==> config.mk <==
export PLATFORM = sky130hd
export DESIGN_NAME = mul_result_stage
export DESIGN_NICKNAME = d
export VERILOG_FILES = /design/src/rtl/mul_stage_pkg.sv /design/src/rtl/mul_skid_buffer.sv /design/src/rtl/mul_result_stage.sv
export SDC_FILE = /design/constraint.sdc
export NUM_CORES = 1
export LEC_CHECK = 0
export ABC_AREA = 1
export ABC_CLOCK_PERIOD_IN_PS = 1480
export BUFFER_PORTS_ARGS = -buffer_cell sky130_fd_sc_hd__buf_2
export CORE_MARGIN = 10
export CORE_UTILIZATION = 54
export DETAILED_ROUTE_END_ITERATION = 8
export PLACE_DENSITY = 0.91
export SLEW_MARGIN = 20
export SYNTH_ARGS = -nofsm -noshare
export SYNTH_HDL_FRONTEND = slang
export SYNTH_SLANG_ARGS = --single-unit
==> constraint.sdc <==
create_clock -name clk -period 1.48 [get_ports clk]
set_input_delay 0.148 -clock clk [delete_from_list [all_inputs] [get_ports clk]]
set_output_delay 0.148 -clock clk [all_outputs]
set_load 0.05 [all_outputs]
==> src/rtl/mul_stage_pkg.sv <==
// Shared types for the multiplier result stage: buffer states, the
// per-entry payload layout and the NZCV bit positions.
package mul_stage_pkg;

    // Widths of the payload fields; must match the top-level N and RD_W.
    localparam int unsigned RESULT_W = 32;
    localparam int unsigned RD_TAG_W = 4;

    // Bit positions inside a 4-bit {N,Z,C,V} flag vector.
    localparam int unsigned N_BIT = 3;
    localparam int unsigned Z_BIT = 2;
    localparam int unsigned C_BIT = 1;
    localparam int unsigned V_BIT = 0;

    typedef enum logic [1:0] {
        EMPTY = 2'd0,
        ONE   = 2'd1,
        TWO   = 2'd2
    } state_t;

    typedef struct packed {
        logic [RESULT_W-1:0] result;
        logic [RD_TAG_W-1:0] rd;
        logic [3:0]          nzcv;
        logic                set_flags;
    } mul_entry_t;

endpackage

==> src/rtl/mul_skid_buffer.sv <==
// Generic 2-entry skid buffer over mul_entry_t. in_ready and out_valid are
// registered from the next state, so neither handshake side sees a
// combinational path from the other.
module mul_skid_buffer
    import mul_stage_pkg::*;
(
    input  logic       clk,
    input  logic       rst,
    input  logic       flush,
    input  logic       in_valid,
    output logic       in_ready,
    input  mul_entry_t in_data,
    output logic       out_valid,
    input  logic       out_ready,
    output mul_entry_t out_data
);

    state_t     state;
    state_t     state_next;
    mul_entry_t main_q;
    mul_entry_t skid_q;
    logic       accept;
    logic       consume;
    logic       load_main_in;
    logic       load_main_skid;
    logic       load_skid_in;

    assign accept   = in_valid && in_ready;
    assign consume  = out_valid && out_ready;
    assign out_data = main_q;

    // State register plus registered handshake outputs derived from next state.
    always_ff @(posedge clk) begin
        if (rst) begin
            state     <= EMPTY;
            in_ready  <= 1'b1;
            out_valid <= 1'b0;
        end else begin
            state     <= state_next;
            in_ready  <= (state_next != TWO);
            out_valid <= (state_next != EMPTY);
        end
    end

    // Next-state and payload-move decode; flush overrides everything and
    // suppresses loads so a same-cycle accept is dropped.
    always_comb begin
        state_next     = state;
        load_main_in   = 1'b0;
        load_main_skid = 1'b0;
        load_skid_in   = 1'b0;
        unique case (state)
            EMPTY: begin
                if (accept) begin
                    state_next   = ONE;
                    load_main_in = 1'b1;
                end
            end
            ONE: begin
                if (accept && !consume) begin
                    state_next   = TWO;
                    load_skid_in = 1'b1;
                end else if (accept && consume) begin
                    load_main_in = 1'b1;
                end else if (consume) begin
                    state_next = EMPTY;
                end
            end
            TWO: begin
                if (consume) begin
                    state_next     = ONE;
                    load_main_skid = 1'b1;
                end
            end
            default: state_next = EMPTY;
        endcase
        if (flush) begin
            state_next     = EMPTY;
            load_main_in   = 1'b0;
            load_main_skid = 1'b0;
            load_skid_in   = 1'b0;
        end
    end

    // Payload registers; they change only on an accept or a skid-to-main shift.
    always_ff @(posedge clk) begin
        if (rst) begin
            main_q <= '0;
            skid_q <= '0;
        end else begin
            if (load_main_in) begin
                main_q <= in_data;
            end else if (load_main_skid) begin
                main_q <= skid_q;
            end
            if (load_skid_in) begin
                skid_q <= in_data;
            end
        end
    end

endmodule

==> src/rtl/mul_result_stage.sv <==
// Registered result stage behind the scalar multiplier: packs result, tag and
// flags into the skid buffer and owns the architectural NZCV register.
// Optional feature macro: MUL_STICKY_OVF_EN (sticky status V, clr_sticky).
module mul_result_stage
    import mul_stage_pkg::*;
#(
    parameter int unsigned N    = 32,
    parameter int unsigned RD_W = 4
) (
    input  logic            clk,
    input  logic            rst,
    input  logic            in_valid,
    output logic            in_ready,
    input  logic [N-1:0]    in_result,
    input  logic            in_z,
    input  logic            in_n,
    input  logic            in_c,
    input  logic            in_v,
    input  logic [RD_W-1:0] in_rd,
    input  logic            in_set_flags,
    input  logic            flush,
    input  logic            clr_sticky,
    output logic            out_valid,
    input  logic            out_ready,
    output logic [N-1:0]    out_result,
    output logic [RD_W-1:0] out_rd,
    output logic [3:0]      out_nzcv,
    output logic            out_set_flags,
    output logic [3:0]      status_nzcv
);

    mul_entry_t in_entry;
    mul_entry_t head;
    logic       consume;
    logic [3:0] status_next;

    assign in_entry.result    = in_result;
    assign in_entry.rd        = in_rd;
    assign in_entry.nzcv      = {in_n, in_z, in_c, in_v};
    assign in_entry.set_flags = in_set_flags;

    mul_skid_buffer u_buf (
        .clk       (clk),
        .rst       (rst),
        .flush     (flush),
        .in_valid  (in_valid),
        .in_ready  (in_ready),
        .in_data   (in_entry),
        .out_valid (out_valid),
        .out_ready (out_ready),
        .out_data  (head)
    );

    assign out_result    = head.result;
    assign out_rd        = head.rd;
    assign out_nzcv      = head.nzcv;
    assign out_set_flags = head.set_flags;

    // A consume completes even during flush, so its flag update still lands.
    assign consume = out_valid && out_ready;

    // Next architectural flags from the head entry being consumed.
    always_comb begin
        status_next = status_nzcv;
        if (consume && head.set_flags) begin
            status_next = head.nzcv;
        end
`ifdef MUL_STICKY_OVF_EN
        if (consume && head.set_flags) begin
            status_next[V_BIT] = status_nzcv[V_BIT] | head.nzcv[V_BIT];
        end
        if (clr_sticky) begin
            status_next[V_BIT] = 1'b0;
        end
`endif
    end

`ifndef MUL_STICKY_OVF_EN
    logic unused_clr_sticky;
    assign unused_clr_sticky = clr_sticky;
`endif

    // Architectural NZCV register.
    always_ff @(posedge clk) begin
        if (rst) begin
            status_nzcv <= '0;
        end else begin
            status_nzcv <= status_next;
        end
    end

endmodule

==> impl_metrics.py, run 1 <==
metrics = {
    "outcome": {
        "result_of_the_run": "finished, final reports clean",
    },
    "sta": {
        "final_max_slew_viol_count": 0,
        "final-setup-viol-count": 0,
        "worst_slew_pin_slew_ns": 0.473,
        "grt_setup_unrepaired": "no",
        "timing.final.crit_share_pct": 93.4,
        "report.final.hold_viol_count": 0,
        "totalNegativeSetupSlack_ns": 0,
        "fin_crit_ns": 1.38,
        "maximum_clock_frequency_mhz": 723,
        "worst_slew_margin_rel_pct": 68.5,
        "fin_worst_skew_ns": 0.00967,
    },
    "global_route": {
        "global_route_wire_length_before_repair_mm": 18.8,
        "grt_antenna_before_repair": 0,
        "grt.overflow.total": 0,
        "grt_start_max_net_pins": 46,
        "groute.usage.overall_pct": 19.7,
        "grt_pass1_vias": 4118,
    },
    "critical_path": {
        "worst_setup_path_end_kind": "flop",
        "timing.reg2reg.worst_path_depth": 6,
        "crit_type": "reg -> reg",
        "worstSetupStartpointType": "flop",
        "timing.critical_path.fanout_max": 22,
        "setup.worst_path.start": "u_buf.in_ready",
        "critical_path.endpoint": "u_buf.out_data[31]",
        "crit-reg2reg-launch": "u_buf.in_ready",
        "critical_path_arrival_ns": 1.60,
        "required_ns": 1.70,
        "regToRegSetupSlack_ns": 0.1,
        "regToRegEndpoint": "u_buf.out_data[31]",
    },
    "finish": {
        "design_area_um2": 4960,
        "fraction_of_layout_cells_with_a_size_suffix_above_1_pct": 22.2,
        "finalNetCount": 723,
        "final_cell_count_no_fill": 781,
        "fillers": 631,
        "flow.area_growth_from_synthesis_pct": 21.8,
        "seqCellArea_um2": 1810,
        "multi_input_comb_area_um2": 1890,
    },
    "clock_tree": {
        "clock-sinks": 90,
        "hold_buffers": 0,
        "clk-insertion-delay-late_ns": 0.35,
        "clk_transition_reported_paths_ns": 0.09,
        "htreeDepth": 3,
        "cts_made_buffers": 9,
        "ctsLongestPathBuffers": 2,
        "cts_tree": "built",
        "cts_root_buf": "clkbuf_8",
    },
    "die": {
        "core_area_um2": 7290,
        "chipHeight_um": 107,
        "number_of_top_level_design_ports": 94,
        "die_area_um2": 11400,
        "placement_rows": 31,
        "die_width_um": 107,
        "initial_utilization_pct": 55.9,
    },
    "pwr": {
        "power.sequential.fraction_pct": 49.5,
        "power.share.switching_pct": 30.3,
        "power_share_of_the_combinational_group_pct": 18.6,
        "leakage_uw": 0.00236,
        "pwr_cell_area_nw_per_um2": 1060,
        "p_total_uw": 5240,
        "power_report.internal_total_uw": 3650,
        "reported_net_switching_power_uw": 1590,
        "p_clk_share_pct": 31.9,
        "vdd.ir_drop.worst_mv": 0.747,
    },
    "synth": {
        "async_reset_ff_share_pct": 0,
        "postSynthAreaPerCell_um2": 6.87,
        "yosys.area.top_type": "dfxtp_1",
        "synthCells": 593,
        "ranking_of_synthesized_cells_by_area": "dfxtp_1, nand3_1, nand2_1",
        "yosys-top-cells-count": "nand2_1, dfxtp_1, nand3_1, nor2_1",
        "synth_top_area_share_pct": 44.2,
        "syn-cell-area_um2": 4070,
        "synth.lib_cells_used.distinct": 18,
        "synth_fp_nets": 640,
        "synth-seq-cells": 90,
        "synthFlopType": "dfxtp_1",
        "synth_seq_area_share_pct": 44.2,
        "synth.most_common_cell": "nand2_1",
        "synth-warning-count": 0,
        "synth_enable_flop_cells": 0,
    },
    "run": {
        "max-cap-violations": 0,
    },
    "min_path": {
        "min-delay-path-class": "in -> reg",
        "holdPathStages": 3,
    },
    "placement": {
        "postPlaceCellArea_um2": 4750,
        "hpwl_mm": 7.94,
        "placed_cells": 763,
        "finalWeightedCongestion": 0.866,
        "numPortBuffers": 92,
    },
    "detailed_routing": {
        "route.vias.total": 4306,
        "detail_route.vias_per_cell": 5.51,
        "drt_drc_violations_left": 0,
        "initialDrtViolationCount": 250,
        "drtAntennaViolNets": 0,
        "post_drt_wl_per_cell_um": 14.7,
        "wirelength_mm": 11.5,
        "drt_pass1_iterations": 5,
    },
}
cell usage in the layout, fill, tap and decap left out, drive strengths merged:
| cell type | n |
|---|---|
| inv | 50 |
| nand3 | 92 |
| diode | 1 |
| clkinv | 2 |
| clkbuf | 12 |
| nand4 | 41 |
| buf | 121 |
| bufinv | 1 |
| dfxtp | 90 |
| o21ai | 41 |
| o211ai | 1 |
| nand2 | 97 |
| nor2 | 87 |
| a21oi | 45 |
| clkinvlp | 1 |
logic make-up (layout without fill, tap and decap cells):
kind of cell | count (synthesis) | in the layout | synth area share [%]
other | 0 | 1 | 0
DFF | 90 | 90 | 44.2
buffers and inverters | 99 | 187 | 9.98
AOI/OAI and AO/OA | 87 | 87 | 10.7
and+or+nand+nor | 317 | 317 | 35.0
through the flow:
stage                     hold slack, ns  utilization (%)  worst slack (ns)
after floorplan                    0.297                -            0.0120
after global routing              0.0521             68.0            0.0117
final                             0.0392             68.1            0.0974
after global placement             0.397             65.2             0.149
after detailed placement           0.405             65.2            0.0921
after CTS                         0.0291             67.9            0.0634
power groups by stage:
stage | sequential [uW] | combinational (uW) | clock (uW)
floorplan | 2930 | 379 | 0
global placement | 2640 | 946 | 0
detailed placement | 2650 | 966 | 0
CTS | 2590 | 970 | 1690
global route | 2610 | 1060 | 1800
finish | 2590 | 973 | 1670
registers in the layout (all words and copies together), names as in the netlist:
register	count
u_buf.state	2
u_buf.skid_q	41
status_nzcv	4
u_buf.in_ready	1
u_buf.out_valid	1
u_buf.out_data	41
layer usage:
layer,track usage [%],up-vias,part of all wire [%]
met5,0,-,0
met3,5.39,18,9.4
met1,23.3,1963,41
met2,32.4,197,48
li1,-,2128,-
met4,9.38,0,1.6
worst max-delay path, stage by stage (launching register included):
cell	delay [ns]
dfxtp_2	0.34
nand2_1	0.16
nor2_4	0.18
buf_4	0.28
nand4_1	0.13
nand2_1	0.10
a21oi_1	0.06
worst min-delay path by stage:
stage / startpoint / slack, ns / endpoint
after floorplan: in_result[1] / 0.30 / u_buf.skid_q[10]
after global placement: in_result[7] / 0.40 / u_buf.skid_q[16]
after detailed placement: in_result[15] / 0.41 / u_buf.skid_q[24]
after CTS: in_result[13] / 0.03 / u_buf.skid_q[22]
after global routing: in_result[12] / 0.05 / u_buf.skid_q[21]
final: in_result[13] / 0.04 / u_buf.skid_q[22]
final cells by class:
class	instances	area share, %
clock buffer	12	2.92
inverter	50	3.78
tap	99	2.50
multi-input combinational	404	38.1
antenna	1	0.0504
timing repair buffer	121	15.2
sequential	90	36.4
clock inverter	4	1.03
timing repair:
| action | CTS | global route |
|---|---|---|
| gates resized for setup | 0 | 3 |
| hold endpoints to repair | 0 | 0 |
| setup buffers | 0 | 1 |
| endpoints found under the setup margin | 0 | 49 |
Power figures use the tool's default switching activity.
==> run 2: changes to the inputs <==
--- a/config.mk
+++ b/config.mk
@@ -5,14 +5,13 @@
 export SDC_FILE = /design/constraint.sdc
 export NUM_CORES = 1
 export LEC_CHECK = 0
-export ABC_AREA = 1
 export ABC_CLOCK_PERIOD_IN_PS = 1480
 export BUFFER_PORTS_ARGS = -buffer_cell sky130_fd_sc_hd__buf_2
 export CORE_MARGIN = 10
-export CORE_UTILIZATION = 54
+export CORE_UTILIZATION = 53
 export DETAILED_ROUTE_END_ITERATION = 8
-export PLACE_DENSITY = 0.91
-export SLEW_MARGIN = 20
+export PLACE_DENSITY = 0.9
+export SLEW_MARGIN = 40
 export SYNTH_ARGS = -nofsm -noshare
 export SYNTH_HDL_FRONTEND = slang
 export SYNTH_SLANG_ARGS = --single-unit
==> run 2 against run 1 <==
Compared with the run above:
- synthesized area down 1.6%
- cell area down 1.5%
- critical endpoint is now u_buf.out_data[30]
- total power increased by 2.8%
- sequential share of layout area increased by 0.63 points
- fmax is 5.5% lower
- global-route usage increased by 0.17 points
- critical path type unchanged
- utilization decreased by 1.0 points
- highest routed layer unchanged
- clock power is 12% higher
- sequential cell count stayed put
- count of clock-buffer cells in the layout decreased by 2
- final cell count is 18% lower
==> impl_metrics.py, run 2 <==
metrics = {
    "outcome": {
        "result_of_the_run": "finished, final reports clean",
    },
    "critical_path": {
        "critical_path_arrival_ns": 1.72,
        "path_delay_family": "simple AND/OR/NAND/NOR gates",
        "required_ns": 1.74,
        "worst_setup_path_end_kind": "flop",
        "crit_type": "reg -> reg",
        "critical_path_buf_inv_count": 1,
        "worstSetupStartpointType": "flop",
        "crit_slowest_cell": "dfxtp_2",
        "cp_cell_sequence": "and4b_2 -> buf_12 -> nand3b_1 -> a311oi_2",
        "worst_path_largest_cell_delay_ns": 0.41,
        "timing.critical_path.fanout_max": 24,
    },
    "sta": {
        "fin_worst_skew_ns": 0.0131,
        "fin_crit_ns": 1.46,
        "final_max_slew_viol_count": 0,
        "report.final.hold_viol_count": 0,
        "timing.final.crit_share_pct": 98.8,
        "worst_slew_margin_rel_pct": 72.6,
        "totalNegativeSetupSlack_ns": 0,
        "maximum_clock_frequency_mhz": 684,
        "worst_slew_pin_slew_ns": 0.411,
        "final-setup-viol-count": 0,
        "grt_setup_unrepaired": "yes",
    },
    "detailed_routing": {
        "wirelength_mm": 11.9,
        "post_drt_wl_per_cell_um": 18.5,
        "initialDrtViolationCount": 410,
        "route.vias.total": 4052,
        "drt_drc_violations_left": 0,
        "drt_pass1_iterations": 5,
        "drtAntennaViolNets": 0,
        "detail_route.vias_per_cell": 6.33,
    },
    "synth": {
        "postSynthAreaPerCell_um2": 8.62,
        "synth_fp_nets": 512,
        "yosys.area.top_type": "dfxtp_1",
        "syn-cell-area_um2": 4010,
        "synth_top_area_share_pct": 44.9,
        "synthCells": 465,
        "yosys-top-cells-count": "dfxtp_1, o21ai_0, a21oi_1, nand3_1, nand3b_1",
        "synth.most_common_cell": "dfxtp_1",
        "async_reset_ff_share_pct": 0,
        "synth.lib_cells_used.distinct": 30,
        "synth_seq_area_share_pct": 44.9,
        "synth-seq-cells": 90,
        "synth-warning-count": 0,
        "synth_enable_flop_cells": 0,
        "ranking_of_synthesized_cells_by_area": "dfxtp_1, o21ai_0, a311oi_1",
        "synthFlopType": "dfxtp_1",
    },
    "run": {
        "max-cap-violations": 0,
    },
    "pwr": {
        "power.sequential.fraction_pct": 47.9,
        "power_share_of_the_combinational_group_pct": 17.4,
        "reported_net_switching_power_uw": 1630,
        "vdd.ir_drop.worst_mv": 0.702,
        "power_report.internal_total_uw": 3760,
        "p_clk_share_pct": 34.7,
        "power.share.switching_pct": 30.2,
        "pwr_cell_area_nw_per_um2": 1100,
        "leakage_uw": 0.00179,
    },
    "placement": {
        "finalWeightedCongestion": 0.770,
        "hpwl_mm": 7.78,
        "numPortBuffers": 92,
        "placed_cells": 623,
    },
    "die": {
        "core_area_um2": 7290,
        "placement_rows": 31,
        "number_of_top_level_design_ports": 94,
        "initial_utilization_pct": 55.0,
        "chipHeight_um": 107,
        "die_area_um2": 11400,
        "die_width_um": 107,
    },
    "clock_tree": {
        "clock-sinks": 90,
        "cts_root_buf": "clkbuf_8",
        "htreeDepth": 3,
        "clk-insertion-delay-late_ns": 0.36,
        "clk_transition_reported_paths_ns": 0.10,
        "cts_tree": "built",
        "cts_made_buffers": 9,
        "ctsLongestPathBuffers": 2,
    },
    "finish": {
        "finish.utilization_pct": 67.0,
        "fraction_of_layout_cells_with_a_size_suffix_above_1_pct": 27.7,
        "finalNetCount": 583,
        "final_cell_count_no_fill": 640,
        "layout.cells.most_common_list": "buf_2, dfxtp_1, o21ai_0",
        "flow.area_growth_from_synthesis_pct": 21.9,
        "mostFrequentLayoutCell": "buf_2",
        "num_antenna_cells": 0,
    },
    "global_route": {
        "grt.overflow.total": 0,
        "grt_antenna_before_repair": 0,
        "groute.usage.overall_pct": 19.9,
        "global_route_wire_length_before_repair_mm": 19.0,
        "grt_pass1_vias": 3859,
        "grt_start_max_net_pins": 53,
    },
    "min_path": {
        "min-delay-path-class": "in -> reg",
    },
}
-- run 2: changes by cell type after synthesis, moves of 41 or more --
cell	change
nand2_1	-93
inv_1	-45
o21ai_0	+64
nor2_1	-80
nand3b_1	+42
nand3_1	-48
nor3_1	+41
-- run 2: layout make-up --
type | count | area [um2]
sequential | 90 | 1810
clock inverter | 6 | 90.1
multi-input combinational | 316 | 1990
fill | 604 | 2400
clock buffer | 10 | 128
timing repair buffer | 119 | 751
tap | 99 | 124
-- run 2: power groups by stage --
| stage | logic [uW] | registers, uW | clock network [uW] |
|---|---|---|---|
| floorplan | 338 | 2920 | 0 |
| global placement | 898 | 2630 | 0 |
| detailed placement | 918 | 2630 | 0 |
| CTS | 921 | 2580 | 1880 |
| global route | 997 | 2590 | 1940 |
| finish | 938 | 2580 | 1870 |
-- run 2: what timing repair did --
item,CTS,global route
hold buffers,0,0
buffers inserted,0,1
resized for setup,2,6
pin swaps,1,1
endpoints found under the setup margin,24,58
-- run 2: worst min-delay path, cell delays in order --
cell,delay [ns]
buf_2,0.11
nand3_1,0.06
a21oi_1,0.05
-- run 2: worst paths after layout --
check	slack, ns	start	cells after the start	endpoint
hold / removal	0.04	in_z	3	u_buf.skid_q[3]
hold reg to reg	0.48	u_buf.skid_q[39]	2	u_buf.skid_q[39]
setup / recovery	0.02	u_buf.state[1]	4	u_buf.out_data[30]
setup reg to reg	0.02	u_buf.state[1]	4	u_buf.out_data[30]
-- run 2: through the flow --
stage | power (uW) | instance area (um2) | hold slack [ns] | setup slack, ns
after floorplan | 3250 | 4010 | 0.296 | 0.0961
after global placement | 3520 | 4630 | 0.413 | 0.0709
after detailed placement | 3550 | 4630 | 0.419 | -0.0230
after CTS | 5370 | 4850 | 0.0264 | 0.000853
after global routing | 5530 | 4890 | 0.0371 | -0.0314
final | 5380 | 4890 | 0.0383 | 0.0175
-- run 2: layer usage --
layer | track usage (%) | routed length (um)
met4 | 9.96 | 383
met2 | 33.3 | 5920
met5 | 0 | 0
met3 | 4.73 | 893
met1 | 23.3 | 4660
-- run 2: logic make-up (layout without fill, tap and decap cells) --
| kind of cell | after synthesis | in the layout | share of synthesized area [%] |
|---|---|---|---|
| buf+inv | 59 | 135 | 7.37 |
| mux | 4 | 4 | 0.999 |
| flops | 90 | 90 | 44.9 |
| simple gates | 141 | 141 | 20.9 |
| compound gates | 171 | 171 | 25.8 |
==> run 3: changes to the inputs <==
--- a/config.mk
+++ b/config.mk
@@ -11,7 +11,7 @@
 export CORE_UTILIZATION = 53
 export DETAILED_ROUTE_END_ITERATION = 8
 export PLACE_DENSITY = 0.9
-export SLEW_MARGIN = 40
 export SYNTH_ARGS = -nofsm -noshare
 export SYNTH_HDL_FRONTEND = slang
+export SYNTH_HIERARCHICAL = 1
 export SYNTH_SLANG_ARGS = --single-unit
==> run 3 against run 2 <==
Compared with the run above:
- first-iteration DRC count grew 5.6%
- clock power shrank 9%
- non-clock buffer count shrank 4
- sequential share of layout area is essentially flat
- critical path depth is the same
- clock skew shrank 0.0037 ns
- highest routed layer unchanged
==> impl_metrics.py, run 3 <==
metrics = {
    "critical_path": {
        "critical_path_arrival_ns": 1.69,
        "regToRegEndpoint": "u_buf/out_data[30]",
        "critical_path_buf_inv_count": 1,
        "cp_cell_sequence": "and4b_4 -> buf_12 -> nand3b_1 -> a311oi_1",
        "regToRegSetupSlack_ns": 0.04,
        "critical_path.endpoint": "u_buf/out_data[30]",
        "worstSetupStartpointType": "flop",
        "worst_path_largest_cell_delay_ns": 0.42,
        "worst_setup_path_end_kind": "flop",
        "crit_type": "reg -> reg",
        "critical_path_depth": 4,
        "crit_slowest_cell": "and4b_4",
        "timing.reg2reg.worst_path_depth": 4,
        "required_ns": 1.74,
        "setup.worst_path.start": "u_buf/state[0]",
        "crit-reg2reg-launch": "u_buf/state[0]",
        "timing.critical_path.fanout_max": 11,
        "path_delay_family": "simple AND/OR/NAND/NOR gates",
    },
    "clock_tree": {
        "htreeDepth": 3,
        "cts_root_buf": "clkbuf_8",
        "ctsLongestPathBuffers": 2,
        "clk-insertion-delay-late_ns": 0.36,
        "clock-sinks": 90,
        "cts_tree": "built",
        "cts_made_buffers": 9,
        "clk_transition_reported_paths_ns": 0.10,
    },
    "synth": {
        "synthCells": 469,
        "synth_top_area_share_pct": 45.0,
        "synth_fp_nets": 516,
        "ranking_of_synthesized_cells_by_area": "dfxtp_1, o21ai_0, a311oi_1",
        "synth_enable_flop_cells": 0,
        "synthFlopType": "dfxtp_1",
        "yosys.area.top_type": "dfxtp_1",
        "async_reset_ff_share_pct": 0,
        "syn-cell-area_um2": 4010,
        "synth-warning-count": 6,
        "synth-seq-cells": 90,
        "synth.lib_cells_used.distinct": 28,
        "yosys-top-cells-count": "dfxtp_1, o21ai_0, a21oi_1, nand3b_1",
        "synth.most_common_cell": "dfxtp_1",
        "postSynthAreaPerCell_um2": 8.54,
        "synth_seq_area_share_pct": 45.0,
    },
    "min_path": {
        "min-delay-path-class": "in -> reg",
    },
    "die": {
        "initial_utilization_pct": 55.0,
        "chipHeight_um": 107,
        "die_width_um": 107,
        "core_area_um2": 7290,
        "placement_rows": 31,
        "die_area_um2": 11400,
        "number_of_top_level_design_ports": 94,
    },
    "detailed_routing": {
        "detail_route.vias_per_cell": 6.46,
        "initialDrtViolationCount": 433,
        "route.vias.total": 4132,
        "post_drt_wl_per_cell_um": 19.1,
        "wirelength_mm": 12.2,
        "drtAntennaViolNets": 0,
        "drt_pass1_iterations": 5,
        "drt_drc_violations_left": 0,
    },
    "sta": {
        "final-setup-viol-count": 0,
        "worst_slew_pin_slew_ns": 0.325,
        "worst_slew_margin_rel_pct": 78.4,
        "fin_worst_skew_ns": 0.00937,
        "timing.final.crit_share_pct": 97.1,
        "grt_setup_unrepaired": "yes",
        "maximum_clock_frequency_mhz": 696,
        "report.final.hold_viol_count": 0,
        "final_max_slew_viol_count": 0,
        "whs_ns": 0.0396,
        "fin_crit_ns": 1.44,
    },
    "placement": {
        "placed_cells": 621,
        "numPortBuffers": 92,
        "hpwl_mm": 7.57,
        "finalWeightedCongestion": 0.778,
    },
    "global_route": {
        "groute.usage.overall_pct": 19.7,
        "global_route_wire_length_before_repair_mm": 18.9,
        "grt_antenna_before_repair": 0,
        "grt_pass1_vias": 3858,
        "grt.overflow.total": 0,
        "grt_start_max_net_pins": 59,
    },
    "finish": {
        "num_antenna_cells": 0,
        "flow.area_growth_from_synthesis_pct": 22.0,
        "layout.cells.most_common_list": "buf_2, dfxtp_1, o21ai_0, nand3b_1, a21oi_1",
        "finalNetCount": 583,
        "fraction_of_layout_cells_with_a_size_suffix_above_1_pct": 26.6,
        "fillers": 610,
        "mostFrequentLayoutCell": "buf_2",
        "final_cell_count_no_fill": 640,
    },
    "pwr": {
        "vdd.ir_drop.worst_mv": 0.563,
        "leakage_uw": 0.00173,
        "pwr_cell_area_nw_per_um2": 1070,
    },
    "outcome": {
        "result_of_the_run": "finished, final reports clean",
    },
    "run": {
        "max-cap-violations": 0,
    },
}
run 3: changes by cell type in the layout (fill, tap and decap cells not counted), moves of 2 or more:
cell / previous run / this run
a311oi_2: 6 / 4
clkinvlp_4: 1 / 4
clkbuf_16: 0 / 2
a311oi_1: 35 / 37
nand2b_1: 0 / 8
buf_4: 20 / 11
o21ai_1: 8 / 0
buf_6: 0 / 3
o21ai_0: 75 / 83
nor2_1: 5 / 1
run 3: cell type report:
class / instances / area, um2 / area share (%)
tap: 99 / 124 / 2.53
inverter: 1 / 3.75 / 0.0768
multi-input combinational: 319 / 1980 / 40.6
clock inverter: 7 / 77.6 / 1.59
sequential: 90 / 1810 / 37.0
clock buffer: 9 / 124 / 2.53
timing repair buffer: 115 / 767 / 15.7
run 3: worst min path at each step:
stage | startpoint | to | slack, ns | cells past startpoint
floorplan | in_set_flags | u_buf/skid_q[0] | 0.30 | 2
global placement | in_result[16] | u_buf/skid_q[25] | 0.41 | 3
detailed placement | in_result[16] | u_buf/skid_q[25] | 0.42 | 3
CTS | in_result[16] | u_buf/skid_q[25] | 0.02 | 3
global route | in_result[6] | u_buf/skid_q[15] | 0.03 | 3
finish | in_result[12] | u_buf/skid_q[21] | 0.04 | 3
run 3: cell families (layout without fill, tap and decap cells):
group / Yosys count / count (layout) / synth area share, %
multiplexers: 4 / 4 / 0.999
flip-flops: 90 / 90 / 45.0
buffers and inverters: 60 / 132 / 6.93
AND/OR/NAND/NOR: 145 / 145 / 21.7
AO/OA/AOI/OAI: 170 / 170 / 25.4
run 3: routing by layer:
metal | vias up | GRT usage (%) | routed length (um)
met5 | - | 0 | 0
met4 | 0 | 8.61 | 252
met3 | 25 | 4.91 | 1050
met2 | 238 | 33.1 | 6070
met1 | 1967 | 23.4 | 4840
li1 | 1902 | - | -
run 3: where the power goes:
group / total (uW) / internal (uW) / switching, uW
clock: 1700 / 791 / 913
sequential: 2580 / 2520 / 57.4
combinational: 933 / 273 / 660
total: 5220 / 3590 / 1630
run 3: through the flow:
step / utilization, % / power [uW] / setup TNS, ns / area (um2) / setup WS (ns)
4_1_cts: 65.7 / 5220 / 0 / 4790 / 0.0266
6_report: 67.1 / 5220 / 0 / 4890 / 0.0427
5_1_grt: 67.1 / 5410 / -0.0214 / 4890 / -0.0115
3_5_place_dp: 62.9 / 3530 / -0.0000967 / 4590 / -0.0000967
2_1_floorplan: - / 3240 / 0 / 4010 / 0.0894
3_3_place_gp: 62.9 / 3510 / 0 / 4590 / 0.108
run 3: worst reg2reg max path, delay by kind of cell (launching register included):
kind,cells,cell delay (ns)
and+or+nand+nor,2,0.50
buffers and inverters,1,0.16
DFF,1,0.36
AOI/OAI and AO/OA,1,0.32
run 3: repair_timing:
action                     CTS  global route
gates resized for setup      1            10
buffers inserted             0             1
hold buffers                 0             0
pin swaps                    0             2
gates cloned                 0             2
setup endpoints to repair    3            27
